### src/rtl/digitron_display_arbiter.sv
// Purpose: round-robin arbiter that shares one two-digit display among four requesters.
//          A granted source keeps the display for at least DWELL cycles unless it drops its request.
// Latency: Req seen at an edge in IDLE gives Grant/Result on that edge. Result tracks live data one cycle late.
// Backpressure: none. Waiting requesters stay pending until the holder releases or its dwell expires.
//          A one-cycle RELEASE gap separates successive grants.
// Ports:
//   CLK, RSTn     - clock; asynchronous active-low reset
//   Req[3:0]      - level-sensitive requests
//   Data_In[31:0] - per-source data; source i is Data_In[8i+7:8i]
//   Grant[3:0]    - one-hot grant or zero (registered)
//   Src[1:0]      - current or last granted index (registered)
//   Result[7:0]   - value forwarded to the display driver (registered)
//   Busy          - high when not IDLE (registered)
module digitron_display_arbiter #(
    parameter logic [15:0] DWELL    = 16'd50000,
    parameter logic [7:0]  IDLE_VAL = 8'h00
) (
    input  logic        CLK,
    input  logic        RSTn,
    input  logic [3:0]  Req,
    input  logic [31:0] Data_In,
    output logic [3:0]  Grant,
    output logic [1:0]  Src,
    output logic [7:0]  Result,
    output logic        Busy
);

    typedef enum logic [1:0] {
        S_IDLE    = 2'd0,
        S_GRANT   = 2'd1,
        S_RELEASE = 2'd2
    } state_t;

    localparam logic [15:0] DWELL_M1 = DWELL - 16'd1;

    state_t      state, state_n;
    logic [1:0]  last, last_n;
    logic [15:0] cnt, cnt_n;
    logic [3:0]  grant_n;
    logic [1:0]  src_n;
    logic [7:0]  result_n;
    logic        busy_n;

    logic [1:0]  win;
    logic [1:0]  cand;
    logic        any_req;
    logic        other_req;
    logic        dwell_done;

    // Round-robin pick. The search runs from farthest to nearest so the
    // nearest requester after last overwrites the others. The previous
    // holder is the fallback, so it only wins again when nobody else asks.
    always_comb begin
        win  = last;
        cand = last;
        for (int k = 3; k >= 1; k--) begin
            cand = last + 2'(k);
            if (Req[cand]) begin
                win = cand;
            end
        end
    end

    assign any_req    = |Req;
    assign other_req  = |(Req & ~(4'b0001 << Src));
    assign dwell_done = (cnt == DWELL_M1);

    always_comb begin
        state_n  = state;
        last_n   = last;
        cnt_n    = cnt;
        grant_n  = Grant;
        src_n    = Src;
        result_n = Result;
        case (state)
            S_IDLE, S_RELEASE: begin
                grant_n = 4'b0000;
                if (any_req) begin
                    state_n  = S_GRANT;
                    grant_n  = 4'b0001 << win;
                    src_n    = win;
                    last_n   = win;
                    cnt_n    = 16'd0;
                    result_n = Data_In[8*win +: 8];
                end else begin
                    state_n = S_IDLE;
                end
            end
            S_GRANT: begin
                // A voluntary drop takes priority. Pre-emption only
                // happens once the dwell has fully elapsed.
                if (!Req[Src] || (dwell_done && other_req)) begin
                    state_n = S_RELEASE;
                    grant_n = 4'b0000;
                end else begin
                    if (!dwell_done) begin
                        cnt_n = cnt + 16'd1;
                    end
                    result_n = Data_In[8*Src +: 8];
                end
            end
            default: begin
                state_n = S_IDLE;
                grant_n = 4'b0000;
            end
        endcase
        busy_n = (state_n != S_IDLE);
    end

    always_ff @(posedge CLK or negedge RSTn) begin
        if (!RSTn) begin
            state  <= S_IDLE;
            last   <= 2'd3;
            cnt    <= 16'd0;
            Grant  <= 4'b0000;
            Src    <= 2'd0;
            Result <= IDLE_VAL;
            Busy   <= 1'b0;
        end else begin
            state  <= state_n;
            last   <= last_n;
            cnt    <= cnt_n;
            Grant  <= grant_n;
            Src    <= src_n;
            Result <= result_n;
            Busy   <= busy_n;
        end
    end

endmodule

### config.mk
export PLATFORM = sky130hd
export DESIGN_NAME = digitron_display_arbiter
export DESIGN_NICKNAME = d
export VERILOG_FILES = /design/src/rtl/digitron_display_arbiter.sv
export SDC_FILE = /design/constraint.sdc
export NUM_CORES = 1
export LEC_CHECK = 0
export CAP_MARGIN = 20
export CORE_AREA = 2 2 76 78
export CTS_CLUSTER_SIZE = 16
export DETAILED_ROUTE_END_ITERATION = 16
export DIE_AREA = 0 0 78 80
export GPL_ROUTABILITY_DRIVEN = 0
export PLACE_DENSITY = 0.76
export SLEW_MARGIN = 20
export SYNTH_ARGS = -nofsm -noshare
export SYNTH_HDL_FRONTEND = slang
export SYNTH_SLANG_ARGS = --single-unit
### constraint.sdc
create_clock -name CLK -period 2 [get_ports CLK]
set_input_delay 0.3 -clock CLK [delete_from_list [all_inputs] [get_ports CLK]]
set_output_delay 0.3 -clock CLK [all_outputs]
set_load 0.02 [all_outputs]
# Word-level counts from Yosys, hierarchy flattened
# Index checks and enable logic that the tools add are counted.
# totals
reg_bits	35
elab_cells	64
in_bits	38
# op_classes
order_cmp	4
add_sub_neg	4
eq_ne	7
n_shift	4
mux	24
bitwise	2
n_reduce_logical	12
# op_table
cell	count
variable part select 32 x 6 -> 8 bit	2
two-way mux 16 bit	3
one-hot mux 16 bit (2 select lines)	1
adder 16 x 1 -> 16 bit (second input constant)	1
== test 16 bit (second input constant)	1
two-way mux 8 bit	2
one-hot mux 8 bit (2 select lines)	1
< comparator 2 x 3 -> 1 bit (second input constant)	4
binary-select mux 1 bit (select 2 bit)	4
two-way mux 2 bit	4
two-way mux 4 bit	2
inequality test 2 bit (second input constant)	4
one-hot mux 4 bit (2 select lines)	1
OR reduction 4 bit	2
<< shifter 1 x 2 -> 4 bit (first input constant)	2
two-way mux 1 bit	5
adder 2 bit (second input constant)	2
AND 4 bit	1
inverter 4 bit	1
one-hot mux 2 bit (2 select lines)	1
AND reduction 4 bit	1
nonzero test 2 bit	2
AND reduction 3 bit	1
adder 2 x 1 -> 2 bit (second input constant)	1
other kinds (8)	8

# Longest topological paths before layout
# logic_depth
depth_word	9
mapped_depth	8
ltp_nobuf	7

# Worst setup path after synthesis
# Ideal clock, no wire load.
# synth_timing
path_kind	reg2reg
startpoint	reg Src[1]
endpoint	reg Result[0]
setup_slack_ps	-190
arrival_time_ps	2066
stages_incl_launch_ff	7
period_less_slack_ps	2190
setup_ps	125
required_ps	1875
cell_sequence	dfrtp_1 -> mux4_2 -> and2b_4 -> and2_1 -> buf_2 -> nor2_8 -> mux2_2
# synth_between
elab_chain_cells	8
# synth_rtl
item	line	rtl
start: declaration	23	output logic [1:0] Src,
start signal: assignment	124	Src <= src_n;
parallel branches: the longest is 8 deep, another holds variable part select 32 x 6 -> 8 bit	-	
end signal: assignment	125	Result <= result_n;
end: declaration	24	output logic [7:0] Result,
# Parallel ways; which one is timed is not known. The select of a mux whose other input is x is not followed.
# A chain may end at the register's enable or synchronous reset.

# Worst setup path after layout
# layout_timing
startpoint	reg last[0]
endpoint	reg Result[1]
# layout_between
elab_chain_cells	9
# layout_rtl
item	line	rtl
start: declaration	37	logic [1:0] last, last_n;
start signal: assignment	121	last <= last_n;
adder 2 bit	57	cand = last + 2'(k);
binary-select mux 1 bit (select 2 bit)	58	if (Req[cand]) begin
two-way mux 1 bit (not written as such)	58	
two-way mux 2 bit (2 in series)	58	
two-way mux 2 bit *	58	
variable part select 32 x 6 -> 8 bit *	84	result_n = Data_In[8*win +: 8];
two-way mux 8 bit *	78	if (any_req) begin
one-hot mux 8 bit (2 select lines) *	75	case (state)
# Every way passes the cells marked *; elsewhere a longest branch is shown, timed or not. The select of a mux whose other input is x is not followed.

==> flow_metrics.py <==
metrics = {
    "floorplan": {
        "floorplan.die.height_um": 80,
        "core_area_um2": 5410,
        "die_w_um": 78,
        "std_cell_rows": 27,
        "ios": 53,
        "initial_cell_density_of_the_core_pct": 38.3,
        "fp.dieArea_um2": 6240,
    },
    "logic_synthesis": {
        "syn-instance-count": 195,
        "ys.flop_type": "dfrtp_1",
        "post-synth-top-area-fraction_pct": 39.9,
        "synth_edf_count": 0,
        "yosysSeqAreaShare_pct": 42.4,
        "async_reset_ff_share_pct": 100,
        "yosys-top-cells-count": "dfrtp_1 (33), mux2i_1 (27), nand2_1 (18), nor2_1 (18), mux2_2 (8)",
        "synthTopCellsByArea": "dfrtp_1 (40%), mux2i_1 (13%), mux2_2 (4.3%), nand2_1 (3.3%), nor2_1 (3.3%)",
        "synth.net_count": 234,
        "synth_area_um2": 2070,
        "syn_avg_cell_area_um2": 10.6,
        "yosysMostFrequentCell": "dfrtp_1",
        "netlist.top_cell.by_area": "dfrtp_1",
        "ys.warnings.count": 0,
        "yosys.cell_types.count": 52,
        "synth_seq_cells": 35,
    },
    "critical_path": {
        "worst_setup_path_end_kind": "register",
        "worst_path_arrival_ns": 2.21,
        "crit_required_ns": 2.17,
        "crit_path_start_kind": "register",
        "worstSetupPathType": "reg -> reg",
        "crit_path_max_fanout": 8,
        "setup.reg_to_reg.worst_slack_ns": -0.04,
    },
    "place": {
        "preCtsSetupSlack_ns": -0.392,
        "dpl-instance-area_um2": 2850,
        "hpwlAfterDp_um": 3600,
        "numPlacedInstances": 339,
        "placement.io_buffers": 52,
    },
    "sta": {
        "hold_violations": 0,
        "max_clock_freq_mhz": 491,
        "crit_path_time_final_ns": 2.04,
        "maxSlewViolCount": 0,
        "clock_skew_ns": 0.00437,
        "setup_viol_count_final": 8,
        "final.setup.worst_slack_ns": -0.0384,
        "worst_max_slew_margin_expressed_relative_to_the_limit_pct": 71.7,
        "worst-slew-pin-transition_ns": 0.424,
        "rsz0062_at_grt": "true",
        "final_min_period_over_clock_period_pct": 102,
    },
    "final_layout": {
        "finish.cell_count_without_fillers": 354,
        "syn_to_final_growth_pct": 50.1,
        "nets": 320,
        "utilization_pct": 57.5,
        "antenna_cells": 0,
        "final_area_um2": 3110,
        "fillCellCount": 464,
        "final_layout_size_suffix_gt1_share_pct": 26.2,
    },
    "global_route": {
        "busiest_layer": "met2",
        "wire_length_of_the_first_global_routing_pass_um": 8650,
        "met1_usage_pct": 22.0,
        "globalRouteMet3Util_pct": 4.30,
        "vias_in_the_first_global_route": 1764,
        "grt_max_degree": 26,
        "met2_usage_pct": 30.4,
        "grt_antenna_before_repair": 0,
        "groute.usage.overall_pct": 17.8,
        "grt_remaining_overflow": 0,
    },
    "power": {
        "ir_worst_vdd_uv": 810,
        "sw_frac_of_total_pct": 37.6,
        "p_per_area_nw_per_um2": 1440,
        "power.share.combinational_pct": 60.7,
        "total_leakage_power_nw": 1.39,
        "share_clk_of_total_power_pct": 14.6,
        "power.sequential.fraction_pct": 24.8,
        "internal-power_mw": 2.79,
        "p_sw_mw": 1.68,
    },
    "cts": {
        "clk_latency_ns": 0.28,
        "tritoncts": "yes",
        "cts_buffers": 5,
        "clock_tree_root_driver_cell": "clkbuf_8",
        "tritoncts_num_sinks": 35,
        "clock_path_buffers": 2,
        "clk_transition_reported_paths_ns": 0.07,
        "clock_tree.htree_level_count": 2,
    },
    "outcome": {
        "run_status": "complete, but fails checks",
        "violations": "setup timing",
    },
    "flow_run": {
        "max_capacitance_violation_count": 0,
    },
    "drt": {
        "detail_route.drc_violations": 0,
        "overall_via_count_from_detail_route": 1788,
        "first_pass_iters": 4,
        "routed_via_density": 5.05,
        "drtAntennaViolNets": 0,
        "drt_first_iter_violations": 112,
        "routed_wl_um": 5310,
        "detail_route.wl_per_cell_um": 15.0,
    },
    "hold_path": {
        "worst_hold_path_type": "in -> async",
    },
}
-- layer usage --
layer	part of all wire, %	wire (um)
met1	44	2330
met3	5.4	286
met5	0	0
met4	0.96	51
met2	50	2640
-- placed cells by master (no fill, tap or decap), drive strengths merged, types with 2 or more instances in the layout --
master         count
mux2               8
or3                2
and2               2
mux2i             27
o31ai              4
o21a               4
a21oi              7
dfstp              2
clkdlybuf4s50     48
o21ai              5
and3               3
xor2               5
nor3               2
nor4bb             2
nor2              20
inv                3
nand2b             7
nand2             19
and2b              2
dlymetal6s2s       2
buf               32
xnor2              4
a31oi              2
or2b               2
clkbuf             6
nand3              6
or4                3
dlygate4sd2        2
dfrtp             33
-- metrics by stage --
stage,hold WS [ns],power (mW),TNS (ns)
5_1_grt,0.387,4.72,-0.792
6_report,0.369,4.47,-0.135
4_1_cts,0.375,4.42,-0.356
3_5_place_dp,0.483,3.49,-8.75
2_1_floorplan,0.00441,2.68,-0.472
3_3_place_gp,0.469,3.42,-7.43
-- worst max-delay path: stages (launching register included) --
cell and delay [ns]:
dfstp_2 0.40, or2b_1 0.26, o21a_1 0.21, a31oi_4 0.30, buf_12 0.18, mux2i_1 0.20, mux2i_1 0.11, mux2_4 0.28
-- final cells by class --
| cell class | instances | area, um^2 | share of cell area (%) |
|---|---|---|---|
| Sequential cell | 35 | 880 | 28.3 |
| Tap cell | 72 | 90.1 | 2.90 |
| Timing Repair Buffer | 84 | 796 | 25.6 |
| Inverter | 3 | 11.3 | 0.362 |
| Multi-Input combinational cell | 152 | 1210 | 39.1 |
| Clock inverter | 2 | 35.0 | 1.13 |
| Clock buffer | 6 | 82.6 | 2.66 |
-- state kept, by name, summed over array words and instances (netlist names) --
| register | count |
|---|---|
| Grant | 4 |
| Result | 8 |
| last | 2 |
| state | 2 |
| cnt | 16 |
| Src | 2 |
| Busy | 1 |
-- power groups by stage --
stage          logic (mW)  registers [mW]  clock network (mW)
6_report             2.71            1.11               0.651
5_1_grt              2.87            1.14               0.706
4_1_cts              2.65            1.10               0.671
3_5_place_dp         2.38            1.11                   0
3_3_place_gp         2.32            1.10                   0
2_1_floorplan        1.41            1.27                   0
-- kinds of logic after synthesis --
family	share of synthesized area (%)
flip-flops	42.4
AO/OA/AOI/OAI	11.4
AND/OR/NAND/NOR	20.5
adder cells (fa/ha/maj)	0.604
multiplexers	18.5
buffers and inverters	2.78
XOR/XNOR	3.80
-- worst paths after layout --
check	startpoint	cells after the start	endpoint
setup / recovery	last[0]$_DFFE_PN1P_	7	Result[1]$_DFFE_PN0P_
hold / removal	RSTn	2	cnt[10]$_DFFE_PN0P_
setup reg to reg	last[0]$_DFFE_PN1P_	7	Result[1]$_DFFE_PN0P_
hold reg to reg	Grant[2]$_DFFE_PN0P_	2	Grant[2]$_DFFE_PN0P_
max in group asynchronous	RSTn	3	Grant[2]$_DFFE_PN0P_
min in group CLK	Grant[2]$_DFFE_PN0P_	2	Grant[2]$_DFFE_PN0P_
-- what timing repair did --
action	CTS	global route
pin swaps	5	4
hold buffers	0	0
gates cloned	2	0
buffers inserted	3	2
setup endpoints to repair	16	17
resized for setup	12	9
Note: power is estimated with default switching activity, not from simulation.
==> patch: new RTL, same flow settings <==
Reset style: synchronous (`RSTn`), changed in one clocked block. Comments in the files are not updated.
--- a/src/rtl/digitron_display_arbiter.sv
+++ b/src/rtl/digitron_display_arbiter.sv
@@ -109,3 +109,3 @@
 
-    always_ff @(posedge CLK or negedge RSTn) begin
+    always_ff @(posedge CLK) begin
         if (!RSTn) begin
Check against the original RTL: differs if RSTn is asserted again (counterexample within 4 cycles, from zero or initial values and one cycle with RSTn low); with RSTn held inactive, the same outputs for 10 cycles.
==> patch against the original RTL <==
- synthesized area shrank 2.7%
- worst hold slack better by 85 ps
- final area fell by 6.4%
- non-clock buffer count shrank 5
- critical endpoint is now Result[4]$_SDFFE_PN0P_
- worst setup slack better by 110 ps
- sequential cell count stayed put
- largest cell class unchanged
- wire length decreased by 5.6%
Power is not compared: it rests on default switching activity, and its combinational part moved more than twofold at a synthesized area within 25%.
==> patch: results (changes against the original RTL) <==
- Syn_nets: 255 (+9.0%)
- Number of diodes: 0 (unchanged)
- Peak supply drop: 294 uV
- Fraction of registers with async set/reset: 0% (-100 points)
- Worst-path maximum fanout: 9 (+1)
- Total GRT Usage: 17.0% (-0.71 points)
- Leakage Power: 1.13 nW
- Switching Fraction: 31.2%
- Seq/Total Area, Yosys: 34.7% (-7.7 points)
- Worst EP arrival: 2150 ps (-60 ps)
- Routed via count: 1,842 (+3.0%)
- Bufs on Longest Clock Path: 2 (unchanged)
- HPWL after DPL: 3810 um (+6.0%)
- Top cells by area, synth: dfxtp_1 35%, mux2i_1 8.4%, xnor2_1 4.8%
- Top-count cell post-synth: dfxtp_1
- Largest regs: cnt (16), Result (8), Grant (4)
- Largest net degree at the start of global routing: 15 (-42%)
- Worst path max stage delay: 490 ps (+90 ps)
- Synth cell types: 47 (-9.6%)
- Clk slew on worst S/H paths: 70 ps (about the same)
- First-pass GRT wire length: 8440 um (-2.4%)
- Yosys warns: 0 (unchanged)
- Clock Skews: 8.91 ps (+4.54 ps)
- CP max-delay cell: clkdlybuf4s50_1
- Htree depth: 2 (unchanged)
- Layout cells sized above 1: 22.1% (-4.1 points)
- Fill count: 488 (+5.2%)
- Clock root cell: clkbuf_8
- DR pass1 iterations: 4 (unchanged)
- Initial antenna violation count: 0 (unchanged)
- Port bufs: 52 (unchanged)
- Post-CTS Setup Bufs: 0 (-3)
- Status: finished clean
- Drt total wl: 5010 um (-5.6%)
- Measured slew at the worst slew-check pin: 356 ps (-67.3 ps)
- Total CTS buffers: 5 (unchanged)
- Synth cell count leaders: 35 x dfxtp_1, 18 x nor2_1, 17 x mux2i_1, 14 x inv_1, 12 x nand2_1
- Final Net Count: 332 (+3.8%)
- HP Class: register to register
- Starting DRC count in detailed routing: 117 (+4.5%)
==> patch: layout make-up <==
cell class / count / area (um^2) / area share [%]
Clock buffer: 7 / 76.3 / 2.62
Clock inverter: 1 / 5.00 / 0.172
Inverter: 14 / 52.6 / 1.80
Multi-Input combinational cell: 158 / 1220 / 41.9
Sequential cell: 35 / 706 / 24.2
Tap cell: 72 / 90.1 / 3.09
Timing Repair Buffer: 79 / 761 / 26.1
==> patch: logic make-up (layout without fill, tap and decap cells) <==
logic type | Yosys count | in the layout | synth area share, %
flops | 35 | 35 | 34.7
fa+ha+maj | 1 | 1 | 0.620
simple gates | 79 | 79 | 23.2
compound gates | 40 | 40 | 16.5
xor+xnor | 12 | 12 | 5.21
mux | 26 | 26 | 14.0
buf+inv | 23 | 101 | 5.71
==> patch: final timing paths <==
kind                          startpoint                      to  slack (ps)  depth (start not counted)
hold reg to reg   Result[7]$_SDFFE_PN0P_  Result[7]$_SDFFE_PN0P_         450                          2
hold / removal    Result[7]$_SDFFE_PN0P_  Result[7]$_SDFFE_PN0P_         450                          2
setup reg to reg     Src[1]$_SDFFE_PN0P_  Result[6]$_SDFFE_PN0P_         130                          5
setup / recovery                  Req[0]  Result[4]$_SDFFE_PN0P_          70                          9
==> patch: power groups by stage <==
stage / sequential, W / clock [W] / combinational, W
2_1_floorplan: 0.000862 / 0 / 0.000381
3_3_place_gp: 0.000810 / 0 / 0.000730
3_5_place_dp: 0.000813 / 0 / 0.000742
4_1_cts: 0.000798 / 0.000512 / 0.000745
5_1_grt: 0.000804 / 0.000540 / 0.000804
6_report: 0.000798 / 0.000501 / 0.000741
==> patch: worst max-delay path, delay by kind of cell <==
family,cells,cell delay (ps)
AO/OA/AOI/OAI,5,620
buffers and inverters,3,850
multiplexers,1,360
==> patch: through the flow <==
step / setup WS, ps / instance area [um^2] / TNS [ps] / cells
after floorplan: 13.1 / 2030 / 0 / 216
after global placement: -412 / 2820 / -8150 / 358
after detailed placement: -482 / 2820 / -9330 / 358
after CTS: 31.1 / 2900 / 0 / 366
after global routing: 4.45 / 2910 / 0 / 366
final: 68.1 / 2910 / 0 / 366
==> patch: per-layer routing <==
layer  global-route usage, %  vias to the layer above  part of all wire (%)
met5                       0                        -                     0
met4                    7.72                        0                   2.3
met3                    4.75                       15                   4.3
met2                    29.1                       41                    51
met1                    19.9                      863                    42
li1                        -                      923                     -
==> patch: timing repair <==
item                       CTS  global route
gates resized for setup      3             3
pin swaps                    0             1
setup endpoints to repair   13            13
hold buffers                 0             0
cloned                       0             0
